File: src/rtl/add_round_key_seq_pkg.sv
// add_round_key_seq_pkg: shared AES sizes and sequencer FSM encoding
package add_round_key_seq_pkg;
    localparam int AES_BLOCK_BITS = 128;
    localparam int AES_BYTES = 16;
    typedef enum logic [1:0] {IDLE = 2'd0, RUN = 2'd1, DONE = 2'd2} fsm_e;
endpackage

File: src/rtl/add_round_key_seq_gf_adder.sv
// add_round_key_seq_gf_adder: 8-bit GF(2^8) adder; ports a_i, b_i in, sum_o = a_i + b_i (carry-free)
module add_round_key_seq_gf_adder (
    input  logic [7:0] a_i,
    input  logic [7:0] b_i,
    output logic [7:0] sum_o
);
    assign sum_o = a_i ^ b_i;
endmodule

File: src/rtl/add_round_key_seq.sv
// add_round_key_seq: byte-serial AES AddRoundKey, LANES time-shared GF adders over 16/LANES RUN cycles
//   clk, rst_n (async, active-low), clear (sync abort)
//   in_valid/in_ready with state_in/key_in; out_valid/out_ready with state_out; busy while running
module add_round_key_seq
    import add_round_key_seq_pkg::*;
#(
    parameter int LANES = 1
) (
    input  logic                      clk,
    input  logic                      rst_n,
    input  logic                      clear,
    input  logic                      in_valid,
    output logic                      in_ready,
    input  logic [AES_BLOCK_BITS-1:0] state_in,
    input  logic [AES_BLOCK_BITS-1:0] key_in,
    output logic                      out_valid,
    input  logic                      out_ready,
    output logic [AES_BLOCK_BITS-1:0] state_out,
    output logic                      busy
);
    localparam int N = AES_BYTES / LANES;
    localparam int CW = (N > 1) ? $clog2(N) : 1;

    if (LANES != 1 && LANES != 2 && LANES != 4 && LANES != 8 && LANES != 16) begin : g_bad_lanes
        $error("add_round_key_seq: LANES must be 1, 2, 4, 8 or 16");
    end

    fsm_e                      fsm_q;
    logic [CW-1:0]             cnt_q;
    logic [AES_BYTES-1:0][7:0] st_q, key_q, st_d;
    logic [LANES-1:0][7:0]     sum;
    logic [LANES-1:0][3:0]     idx;

    // Byte 0 is the most significant byte, i.e. packed element AES_BYTES-1.
    for (genvar j = 0; j < LANES; j++) begin : g_lane
        assign idx[j] = 4'(AES_BYTES - 1 - int'(cnt_q) * LANES - j);
        add_round_key_seq_gf_adder u_gf_adder (
            .a_i  (st_q[idx[j]]),
            .b_i  (key_q[idx[j]]),
            .sum_o(sum[j])
        );
    end

    always_comb begin
        st_d = st_q;
        for (int i = 0; i < LANES; i++) st_d[idx[i]] = sum[i];
    end

    always_ff @(posedge clk or negedge rst_n) begin
        if (!rst_n) begin
            fsm_q <= IDLE;
            cnt_q <= '0;
            st_q  <= '0;
            key_q <= '0;
        end else if (clear) begin
            fsm_q <= IDLE;
            cnt_q <= '0;
        end else begin
            case (fsm_q)
                IDLE: if (in_valid) begin
                    st_q  <= state_in;
                    key_q <= key_in;
                    cnt_q <= '0;
                    fsm_q <= RUN;
                end
                RUN: begin
                    st_q  <= st_d;
                    cnt_q <= (cnt_q == CW'(N - 1)) ? '0 : cnt_q + 1'b1;
                    fsm_q <= (cnt_q == CW'(N - 1)) ? DONE : RUN;
                end
                DONE: if (out_ready) fsm_q <= IDLE;
                default: fsm_q <= IDLE;
            endcase
        end
    end

    assign in_ready  = fsm_q == IDLE;
    assign busy      = fsm_q == RUN;
    assign out_valid = fsm_q == DONE;
    assign state_out = st_q;
endmodule

File: config.mk
export PLATFORM = sky130hd
export DESIGN_NAME = add_round_key_seq
export DESIGN_NICKNAME = d
export VERILOG_FILES = /design/src/rtl/add_round_key_seq_pkg.sv /design/src/rtl/add_round_key_seq_gf_adder.sv /design/src/rtl/add_round_key_seq.sv
export SDC_FILE = /design/constraint.sdc
export NUM_CORES = 1
export LEC_CHECK = 0
export CAP_MARGIN = 20
export CORE_ASPECT_RATIO = 1.75
export CORE_MARGIN = 2
export CORE_UTILIZATION = 49
export CTS_BUF_LIST = sky130_fd_sc_hd__clkbuf_2 sky130_fd_sc_hd__clkbuf_4 sky130_fd_sc_hd__clkbuf_8
export DETAILED_ROUTE_END_ITERATION = 12
export GPL_ROUTABILITY_DRIVEN = 0
export PLACE_DENSITY = 0.85
export SKIP_LAST_GASP = 1
export SLEW_MARGIN = 5
export SYNTH_ARGS = -nofsm -noshare
export SYNTH_HDL_FRONTEND = slang
export SYNTH_SLANG_ARGS = --single-unit
File: constraint.sdc
create_clock -name clk -period 2.9 [get_ports clk]
set_input_delay 0.58 -clock clk [delete_from_list [all_inputs] [get_ports clk]]
set_output_delay 0.58 -clock clk [all_outputs]
set_load 0.05 [all_outputs]
==> flow_summary.yaml, run 1 <==
finish:
  area_growth_pct: 41.5
  most-common-layout-cells: "390 x clkdlybuf4s50_1, 259 x dfrtp_1, 129 x a22oi_1"
  layout_commonest_cell: "clkdlybuf4s50_1"
  fillers: 1775
  nets: 1576
  drive_gt1_frac: 0.237
pwr:
  power_density_mw_per_mm2: 687
  leakage_nw: 7.04
  peakVddDrop_mv: 0.447
critical_path:
  rr_worst_depth: 5
  endpoint: "busy"
  r2r_start: "cnt_q[1]"
  arrival_ns: 2.18
  startpoint_type: "flop"
  timing.rr.end: "state_out[5]"
  cp_max_fo: 13
  crit_type: "flop to output pin"
  crit_start: "fsm_q[0]"
  ff2ff_setup_slack_ns: 0.30
  endpoint_kind: "output pin"
  required_ns: 2.32
run:
  drv_cap: 0
route:
  ant_nets: 0
  num_vias: 10400
  dr.pass1.iters: 6
  via_per_inst: 6.25
  drtIter0Drc: 1159
  wirelength_mm: 44.4
  remaining_drc_errors: 0
  wl_per_cell_um: 26.6
outcome:
  status: "finished with violations"
  violations: "hold timing"
die:
  die_h_um: 216
  core_mm2: 0.0252
  die-width_um: 125
  rows: 77
  io_pins: 392
  fp.dieArea_mm2: 0.0270
  start_util: 0.499
grt:
  grt_pass1_vias: 10900
  grt.total_usage: 0.324
  antenna_found_initial: 12
  grt_start_max_net_pins: 85
  gr-total-overflow: 0
  grt_pass1_wl_mm: 66.2
clock_network:
  clk_pin_slew_ns: 0.07
  cts_setup_buffers: 0
  clk_latency_ns: 0.56
  root_buffer: "clkbuf_8"
  clock_sink_count: 262
  cts_buffers: 40
  cts_tree: "done"
  cts_max_level: 2
  cts_resized: 0
  cts_max_path_buffers: 3
  ctsHoldBuffers: 0
yosys:
  ys_types: 34
  netlist_area_mm2: 0.0126
  async_reset_ff_frac: 1.00
  postSynthCellCount: 907
  synth.area.top_cells: "dfrtp_1 52%, mux2_2 11%, mux4_2 11%"
  ys_seq_area_frac: 0.521
  ys.flop_type: "dfrtp_1"
  yosysTopAreaCell: "dfrtp_1"
  synth_top_area_frac: 0.521
  syn_area_per_cell_um2: 13.9
  synth_seq_cells: 262
  yosysWarnings: 0
  synthesis.nets: 1172
  synth-edff-count: 0
sta:
  tightest_slew_ns: 1.17
  final_max_slew_viol_count: 0
  final.period_utilization: 0.952
  max_freq_mhz: 362
  rsz0062_at_grt: "false"
  tns_ns: 0
  period_needed_ns: 2.76
  fin_skew_ns: 0.0170
  setup_ws_ns: 0.140
  timing.hold.ws_ns: -0.0359
  slew_headroom: 0.213
  hold_violations: 11
  finalSetupViolCount: 0
hold_path:
  hold_path_class: "input pin to async pin"
place:
  hpwl_mm: 32.3
  portBuffers: 391
  dp_slack_ns: 0.287
cells by family (layout without fill, tap and decap cells):
logic type / count (synthesis) / in the layout / synth area share
adders and majority gates: 4 / 4 / 0.00398
muxes: 224 / 224 / 0.264
AOI/OAI and AO/OA: 284 / 284 / 0.143
xor gates and xnor gates: 16 / 16 / 0.0171
and+or+nand+nor: 53 / 53 / 0.0245
buffers and inverters: 64 / 494 / 0.0266
DFF: 262 / 262 / 0.521
other: 0 / 12 / 0
state kept, by name, indices dropped and copies added, names as in the netlist:
name,cells
key_q,128
state_out,128
cnt_q,4
fsm_q,2
through the flow:
stage | cells | total power (W) | instance area, um2 | util
finish | 1665 | 0.0122 | 17800 | 0.705
global route | 1664 | 0.0127 | 17800 | 0.705
CTS | 1653 | 0.0123 | 17800 | 0.704
detailed placement | 1585 | 0.00891 | 16900 | 0.670
global placement | 1585 | 0.00880 | 16900 | 0.670
floorplan | 907 | 0.00723 | 12600 | -
final cells by class:
cell class	instances	area, um2	area share
Inverter	5	18.8	0.00105
Timing Repair Buffer	421	4230	0.238
Tap cell	316	395	0.0222
Clock inverter	7	85.1	0.00478
Sequential cell	262	6570	0.369
Antenna cell	12	30.0	0.00169
Clock buffer	61	777	0.0436
Multi-Input combinational cell	581	5700	0.320
layer usage:
metal / vias to the layer above / GRT usage / routed length (um)
li1: 4365 / - / -
met1: 5203 / 0.386 / 15200
met2: 666 / 0.531 / 22100
met3: 177 / 0.0816 / 4050
met4: 0 / 0.193 / 2940
met5: - / 0 / 0
Yosys cell counts, types with 10 or more instances:
library cell / instances
dfrtp_1: 262
a22oi_1: 129
mux2_2: 128
o21ai_1: 80
mux4_2: 64
o21ai_0: 52
clkbuf_1: 27
buf_2: 23
mux2i_1: 22
o211ai_1: 16
nand2_1: 14
mux2i_4: 10
xnor2_2: 10
power by group:
part | total [W] | switching, W | internal, W
clock network | 0.00335 | 0.00147 | 0.00188
registers | 0.00480 | 0.000504 | 0.00429
logic | 0.00409 | 0.00231 | 0.00177
total | 0.0122 | 0.00429 | 0.00795
worst max-delay path, cell delays in order, from the launching register on:
cell and delay, ns:
dfrtp_1 0.56, nand2b_1 0.14, inv_1 0.10, clkdlybuf4s50_1 0.81
worst min path at each step:
stage	startpoint	to	slack, ns	cells after the start
after floorplan	rst_n	cnt_q[0]	0.28	0
final	rst_n	key_q[107]	-0.04	1
after global routing	rst_n	key_q[107]	0.08	1
after detailed placement	key_q[56]	key_q[56]	0.49	1
after CTS	rst_n	key_q[107]	0.05	1
after global placement	key_q[15]	key_q[15]	0.48	1
(Power assumes the default switching activity.)
==> run 2: changes to the inputs <==
SLEW_MARGIN = not set   (was 5)
==> results of run 2 <==
Same layout as run 1: the final DEF is identical, and so are final timing and power.
